**src/rtl/temp_ctrl_pkg.sv**
```systemverilog
// Shared types and constants for the temperature acquisition path.
package temp_ctrl_pkg;

  // Sequencer states.
  typedef enum logic [1:0] {
    IDLE = 2'd0,
    REQ  = 2'd1,
    GAP  = 2'd2,
    DONE = 2'd3
  } state_t;

  // Selects one of the three capture slots (a, b, c).
  typedef logic [1:0] slot_idx_t;

  // The bit-wise majority voter downstream needs at least this many bits.
  localparam int MIN_BIT_WIDTH = 4;

  // Bits needed to hold max_value in a down counter; never less than one.
  function automatic int counter_width(input int max_value);
    return (max_value < 2) ? 1 : $clog2(max_value + 1);
  endfunction

endpackage

```
**src/rtl/triple_sample_collector_if.sv**
```systemverilog
// Bundle between the acquisition sequencer, its controller and the sensor
// front-end. The master modport is the sequencer itself.
interface triple_sample_collector_if #(
  parameter int BIT_WIDTH = 4
);
  logic                 start;
  logic                 busy;
  logic                 req;
  logic                 ack;
  logic [BIT_WIDTH-1:0] ack_data;
  logic [BIT_WIDTH-1:0] sample_a;
  logic [BIT_WIDTH-1:0] sample_b;
  logic [BIT_WIDTH-1:0] sample_c;
  logic                 valid;
  logic                 timeout_err;

  modport master (
    input  start, ack, ack_data,
    output busy, req, sample_a, sample_b, sample_c, valid, timeout_err
  );

  modport slave (
    output start, ack, ack_data,
    input  busy, req, sample_a, sample_b, sample_c, valid, timeout_err
  );
endinterface

```
**src/rtl/cycle_timer.sv**
```systemverilog
// Loadable down counter that stops at zero; tc flags the terminal count.
module cycle_timer #(
  parameter int WIDTH = 8
) (
  input  logic             clk,
  input  logic             rst,
  input  logic             load,
  input  logic [WIDTH-1:0] load_value,
  input  logic             en,
  output logic             tc
);
  logic [WIDTH-1:0] count_q;

  // Load has priority over counting; counting saturates at zero.
  always_ff @(posedge clk) begin
    // NOTE: state registers use non-blocking assignments so every flop samples pre-edge values.
    if (rst) begin
      count_q <= '0;
    end else if (load) begin
      count_q <= load_value;
    end else if (en && (count_q != '0)) begin
      count_q <= count_q - WIDTH'(1);
    end
  end

  assign tc = (count_q == '0);
endmodule

```
**src/rtl/triple_sample_collector.sv**
```systemverilog
// Requests three sensor readings over req/ack with a programmable gap and
// presents them together to the majority voter with a one-cycle valid.
module triple_sample_collector
  import temp_ctrl_pkg::*;
#(
  parameter int BIT_WIDTH      = 4,
  parameter int SAMPLE_GAP     = 4,
  parameter int TIMEOUT_CYCLES = 255
) (
  input logic                        clk,
  input logic                        rst,
  triple_sample_collector_if.master  bus
);
  // A timer loaded with N-1 reaches terminal count on its N-th cycle.
  localparam int GAP_LOAD = (SAMPLE_GAP == 0) ? 0 : SAMPLE_GAP - 1;
  localparam int TMO_LOAD = TIMEOUT_CYCLES - 1;
  localparam int GW       = counter_width(GAP_LOAD);
  localparam int TW       = counter_width(TMO_LOAD);

  state_t               state_q, state_d;
  slot_idx_t            idx_q, idx_d;
  logic                 req_q, req_d;
  logic                 busy_q, busy_d;
  logic                 valid_q, valid_d;
  logic                 terr_q, terr_d;
  logic [BIT_WIDTH-1:0] slot_a_q, slot_a_d;
  logic [BIT_WIDTH-1:0] slot_b_q, slot_b_d;
  logic [BIT_WIDTH-1:0] slot_c_q, slot_c_d;

  logic gap_load, gap_en, gap_tc;
  logic tmo_load, tmo_en, tmo_tc;

  cycle_timer #(.WIDTH(GW)) u_gap_timer (
    .clk        (clk),
    .rst        (rst),
    .load       (gap_load),
    .load_value (GW'(GAP_LOAD)),
    .en         (gap_en),
    .tc         (gap_tc)
  );

  cycle_timer #(.WIDTH(TW)) u_timeout_timer (
    .clk        (clk),
    .rst        (rst),
    .load       (tmo_load),
    .load_value (TW'(TMO_LOAD)),
    .en         (tmo_en),
    .tc         (tmo_tc)
  );

  // Next-state, slot capture and timer control; outputs are decoded from
  // the next state so they leave the block straight from flops.
  always_comb begin
    // NOTE: every signal gets a default first so no path leaves it unassigned (no latches).
    state_d  = state_q;
    idx_d    = idx_q;
    terr_d   = terr_q;
    slot_a_d = slot_a_q;
    slot_b_d = slot_b_q;
    slot_c_d = slot_c_q;
    gap_load = 1'b0;
    gap_en   = 1'b0;
    tmo_load = 1'b0;
    tmo_en   = 1'b0;

    unique case (state_q)
      IDLE: begin
        if (bus.start) begin
          state_d  = REQ;
          idx_d    = '0;
          terr_d   = 1'b0;
          slot_a_d = '0;
          slot_b_d = '0;
          slot_c_d = '0;
          tmo_load = 1'b1;
        end
      end
      REQ: begin
        if (bus.ack) begin
          case (idx_q)
            2'd0:    slot_a_d = bus.ack_data;
            2'd1:    slot_b_d = bus.ack_data;
            default: slot_c_d = bus.ack_data;
          endcase
          if (idx_q == 2'd2) begin
            state_d = DONE;
          end else begin
            idx_d = idx_q + 2'd1;
            if (SAMPLE_GAP == 0) begin
              tmo_load = 1'b1;
            end else begin
              state_d  = GAP;
              gap_load = 1'b1;
            end
          end
        end else if (tmo_tc) begin
          // Ack in this last allowed cycle was handled above, so ack wins.
          state_d = IDLE;
          terr_d  = 1'b1;
        end else begin
          tmo_en = 1'b1;
        end
      end
      GAP: begin
        if (gap_tc) begin
          state_d  = REQ;
          tmo_load = 1'b1;
        end else begin
          gap_en = 1'b1;
        end
      end
      DONE: begin
        state_d = IDLE;
      end
      default: begin
        state_d = IDLE;
      end
    endcase

    req_d   = (state_d == REQ);
    busy_d  = (state_d == REQ) || (state_d == GAP);
    valid_d = (state_d == DONE);
  end

  // State and output registers.
  always_ff @(posedge clk) begin
    if (rst) begin
      state_q  <= IDLE;
      idx_q    <= '0;
      req_q    <= 1'b0;
      busy_q   <= 1'b0;
      valid_q  <= 1'b0;
      terr_q   <= 1'b0;
      // NOTE: the slots are data registers but still reset, because they drive the voter directly.
      slot_a_q <= '0;
      slot_b_q <= '0;
      slot_c_q <= '0;
    end else begin
      state_q  <= state_d;
      idx_q    <= idx_d;
      req_q    <= req_d;
      busy_q   <= busy_d;
      valid_q  <= valid_d;
      terr_q   <= terr_d;
      slot_a_q <= slot_a_d;
      slot_b_q <= slot_b_d;
      slot_c_q <= slot_c_d;
    end
  end

  assign bus.req         = req_q;
  assign bus.busy        = busy_q;
  assign bus.valid       = valid_q;
  assign bus.timeout_err = terr_q;
  assign bus.sample_a    = slot_a_q;
  assign bus.sample_b    = slot_b_q;
  assign bus.sample_c    = slot_c_q;
endmodule

```
**src/flat_wrapper.sv**
```systemverilog
// flat-port wrapper written by rule: the top's interface ports become plain ports
module triple_sample_collector_flat import temp_ctrl_pkg::*;
#(
  parameter int BIT_WIDTH      = 4,
  parameter int SAMPLE_GAP     = 4,
  parameter int TIMEOUT_CYCLES = 255
)
  (clk, rst, bus_start, bus_ack, bus_ack_data, bus_busy, bus_req, bus_sample_a, bus_sample_b, bus_sample_c, bus_valid, bus_timeout_err);
  triple_sample_collector_if #(.BIT_WIDTH(BIT_WIDTH)) bus_i ();
  input logic clk;
  input logic rst;
  input wire logic [$bits(bus_i.start)-1:0] bus_start;
  input wire logic [$bits(bus_i.ack)-1:0] bus_ack;
  input wire logic [$bits(bus_i.ack_data)-1:0] bus_ack_data;
  output wire logic [$bits(bus_i.busy)-1:0] bus_busy;
  output wire logic [$bits(bus_i.req)-1:0] bus_req;
  output wire logic [$bits(bus_i.sample_a)-1:0] bus_sample_a;
  output wire logic [$bits(bus_i.sample_b)-1:0] bus_sample_b;
  output wire logic [$bits(bus_i.sample_c)-1:0] bus_sample_c;
  output wire logic [$bits(bus_i.valid)-1:0] bus_valid;
  output wire logic [$bits(bus_i.timeout_err)-1:0] bus_timeout_err;
  assign bus_i.start = bus_start;
  assign bus_i.ack = bus_ack;
  assign bus_i.ack_data = bus_ack_data;
  assign bus_busy = bus_i.busy;
  assign bus_req = bus_i.req;
  assign bus_sample_a = bus_i.sample_a;
  assign bus_sample_b = bus_i.sample_b;
  assign bus_sample_c = bus_i.sample_c;
  assign bus_valid = bus_i.valid;
  assign bus_timeout_err = bus_i.timeout_err;
  triple_sample_collector #(.BIT_WIDTH(BIT_WIDTH), .SAMPLE_GAP(SAMPLE_GAP), .TIMEOUT_CYCLES(TIMEOUT_CYCLES)) u_core (.clk(clk), .rst(rst), .bus(bus_i));
endmodule
```
**config.mk**
```make
export PLATFORM = sky130hd
export DESIGN_NAME = triple_sample_collector_flat
export DESIGN_NICKNAME = d
export VERILOG_FILES = /design/src/rtl/temp_ctrl_pkg.sv /design/src/rtl/triple_sample_collector_if.sv /design/src/rtl/cycle_timer.sv /design/src/rtl/triple_sample_collector.sv /design/src/flat_wrapper.sv
export SDC_FILE = /design/constraint.sdc
export NUM_CORES = 1
export LEC_CHECK = 0
export ABC_CLOCK_PERIOD_IN_PS = 2250
export BUFFER_PORTS_ARGS = -buffer_cell sky130_fd_sc_hd__buf_2
export CAP_MARGIN = 20
export CORE_MARGIN = 5
export CORE_UTILIZATION = 55
export DETAILED_ROUTE_END_ITERATION = 8
export PLACE_DENSITY_LB_ADDON = 0.1
export SLEW_MARGIN = 20
export SYNTH_ARGS = -nofsm -noshare
export SYNTH_HDL_FRONTEND = slang
export SYNTH_SLANG_ARGS = --single-unit
```
**constraint.sdc**
```tcl
create_clock -name clk -period 2.25 [get_ports clk]
set_clock_uncertainty 0.05 [all_clocks]
set_input_delay 0.45 -clock clk [delete_from_list [all_inputs] [get_ports clk]]
set_output_delay 0.45 -clock clk [all_outputs]
set_load 0.01 [all_outputs]
```
==> impl_metrics.tcl <==
set metrics [dict create \
    die_h_um 61.4 \
    critPathKind "reg2reg" \
    grt_pass1_vias 1183 \
    cts_hold_buf 0 \
    netlist_area_um2 1450 \
    synth_top_family_by_area "simple AND/OR/NAND/NOR gates" \
    rows 18 \
    finalCritPeriodShare_pct 94.7 \
    cp.arrival_ns 2.28 \
    critical_path_depth 8 \
    first_iter_violations 68 \
    drcViolationCount 0 \
    fin_nets 194 \
    yosys-mux-area-fraction_pct 6.88 \
    start_util_pct 58.2 \
    vias_per_cell 5.63 \
    wire_per_inst_um 13.9 \
    dp_hpwl_mm 2.07 \
    port_buffers 23 \
    grt_max_degree 31 \
    layout.area.seq_um2 601 \
    cts_tree "yes" \
    io_pins 24 \
    dieArea_um2 3770 \
    cts_root_buffer "clkbuf_4" \
    layout_commonest_cell "dfxtp_1" \
    path_cells "inv_1 > ha_1 > or3b_2 > o21a_4 > o21bai_2 > inv_1 > ha_1 > nor2_1" \
    ys_ff_latch 30 \
    syn_to_final_growth_pct 11.9 \
    ys_seq_area_share_pct 41.3 \
    ys.flop_type "dfxtp_1" \
    drv_cap 0 \
    reg2regPathDepth 8 \
    layout_common_cells "dfxtp_1, buf_2, nor2_1, a21oi_1" \
    ir_drop_v 0.000517 \
    diodes 0 \
    reg2reg_slack_ns 0.12 \
    fin_crit_ns 2.13 \
    synth_area_per_cell_um2 9.38 \
    max-slew-margin-rel_pct 61.9 \
    drv_slew 0 \
    synth.net_count 170 \
    clock-sinks 30 \
    num_vias 1177 \
    drive_gt1_share_pct 21.8 \
    rsz0062_at_grt "no" \
    grt_use_total_pct 18.3 \
    leakagePower_uw 0.000696 \
    postLayoutCoreUtil_pct 65.1 \
    crit_slowest_cell "or3b_2" \
    hold_violations 0 \
    cp_num_buf_inv 2 \
    core_um2 2500 \
    yosys.area_share.simple_pct 21.4 \
    p_per_area_nw_per_um2 722 \
    slowest_delay_ns 0.55 \
    worstPathMaxFanout 8 \
    grt_pass1_wl_mm 5.01 \
    cts_buffer_depth 2 \
    finalSetupViolCount 0 \
    grt_overflow 0 \
    cts-buffers-inserted 5 \
    tightest_slew_ns 0.572 \
    final.fill_count 216 \
    post_cts_buffers 0 \
    cts_max_level 2 \
    crit_family "simple AND/OR/NAND/NOR gates" \
    drtPass1Iterations 4 \
    timing.fmax_mhz 469 \
    power.total_uw 1170 \
    tns_ns 0 \
    hold_path.class "reg2reg" \
    synth_compound_area_share_pct 14.8 \
    netlist_instances 155 \
    cp-startpoint "u_core.u_timeout_timer.count_q[0]$_SDFFE_PP0P_" \
    status "complete, no violations" \
    place_ws_ns 0.146 \
    antenna_found_initial 0 \
    dp.cells 202 \
    wl_mm 2.90 \
    cp-end-kind "flip-flop" \
    ys_async_sr_fraction_pct 0 \
    finalNonFillerCells 209 \
    clock_latency_ns 0.32 \
    gp_congestion 0.925 \
    path_clk_slew_ns 0.08 \
    ctsResizeCount 0 \
    ys_warn_count 0 \
    worst_slack_ns 0.118 \
    regToRegStartpoint "u_core.u_timeout_timer.count_q[0]$_SDFFE_PP0P_" \
    cp.required_ns 2.40 \
    ant_nets 0 \
    synth_xor_area_share_pct 4.22 \
    synth_edf_count 0 \
    regToRegEndpoint "u_core.bus.busy$_SDFF_PP0_" \
    synth_fa_ha_area_share_pct 6.02 \
    die_w_um 61.4 \
    multi_input_area_um2 776 \
    synthDistinctLibCells 42 \
    startpoint_type "flip-flop" \
    worstSetupEndpoint "u_core.bus.busy$_SDFF_PP0_" \
]
-- worst min path at each step --
stage	endpoint	depth (start not counted)	slack [ns]	startpoint
detailed placement	u_core.bus.sample_b[1]$_SDFFE_PP0P_	2	0.43	u_core.bus.sample_b[1]$_SDFFE_PP0P_
global placement	u_core.bus.sample_c[3]$_SDFFE_PP0P_	2	0.42	u_core.bus.sample_c[3]$_SDFFE_PP0P_
CTS	u_core.u_gap_timer.count_q[1]$_SDFFE_PP0P_	3	0.44	bus_ack
global route	u_core.u_gap_timer.count_q[1]$_SDFFE_PP0P_	3	0.44	bus_ack
floorplan	u_core.idx_q[1]$_SDFFE_PP0P_	2	0.44	u_core.idx_q[1]$_SDFFE_PP0P_
finish	u_core.bus.sample_b[1]$_SDFFE_PP0P_	2	0.45	u_core.bus.sample_b[1]$_SDFFE_PP0P_
-- state kept, by name (all words and copies together) (netlist names), 2 cells and up --
register,count
u_core.bus.sample_b,4
u_core.state_q,2
u_core.bus.sample_c,4
u_core.idx_q,2
u_core.u_gap_timer.count_q,2
u_core.bus.sample_a,4
u_core.u_timeout_timer.count_q,8
-- per-stage QoR --
stage | hold slack, ns | area, um2
floorplan | 0.441 | 1450
global placement | 0.421 | 1580
CTS | 0.444 | 1630
detailed placement | 0.432 | 1580
global route | 0.443 | 1630
finish | 0.451 | 1630
-- synth_stat cells, drive strengths merged (2+ instances only) --
master / n / area (um2)
dfxtp: 30 / 601
nor2: 20 / 75.1
a21oi: 11 / 55.1
inv: 10 / 37.5
mux2i: 10 / 100
ha: 7 / 87.6
nor3: 7 / 35.0
a22oi: 5 / 37.5
buf: 5 / 28.8
and2: 4 / 25.0
nor3b: 4 / 51.3
xor2: 4 / 35.0
clkbuf: 3 / 11.3
nor2b: 3 / 18.8
xnor2: 3 / 26.3
a21o: 2 / 15.0
nand3: 2 / 10.0
nand3b: 2 / 15.0
nand4: 2 / 12.5
nor4: 2 / 12.5
o211ai: 2 / 15.0
-- tightest hold or removal path, stage by stage, from the launching register on --
cell     delay [ns]
dfxtp_1        0.33
mux2i_1        0.06
nor2_1         0.08
-- power by group --
part	internal [uW]	switching (uW)	total [uW]
clock	117	166	284
sequential	574	43.5	618
combinational	125	147	272
-- routing by layer --
layer  part of all wire, %  track usage, %  up-vias  wire length [um]
met2                    49            31.1       22              1430
met5                     0               0        -                 0
met1                    43            20.0      559              1250
li1                      -               -      590                 -
met3                   5.7            7.76        6               165
met4                   1.7            7.58        0                48
-- final cells by class --
cell class                      instances  share of cell area (%)
Clock buffer                            7                    2.77
Multi-Input combinational cell        107                    47.7
Timing Repair Buffer                   25                    8.00
Inverter                               10                    2.31
Tap cell                               30                    2.31
Sequential cell                        30                    36.9
-- logic make-up (layout without fill, tap and decap cells) --
kind of cell               after synthesis  count (layout)
DFF                                     30              30
AOI/OAI and AO/OA                       30              30
buffers and inverters                   18              42
adders and majority gates                7               7
and+or+nand+nor                         53              53
muxes                                   10              10
xor gates and xnor gates                 7               7
Power figures use the tool's default switching activity.
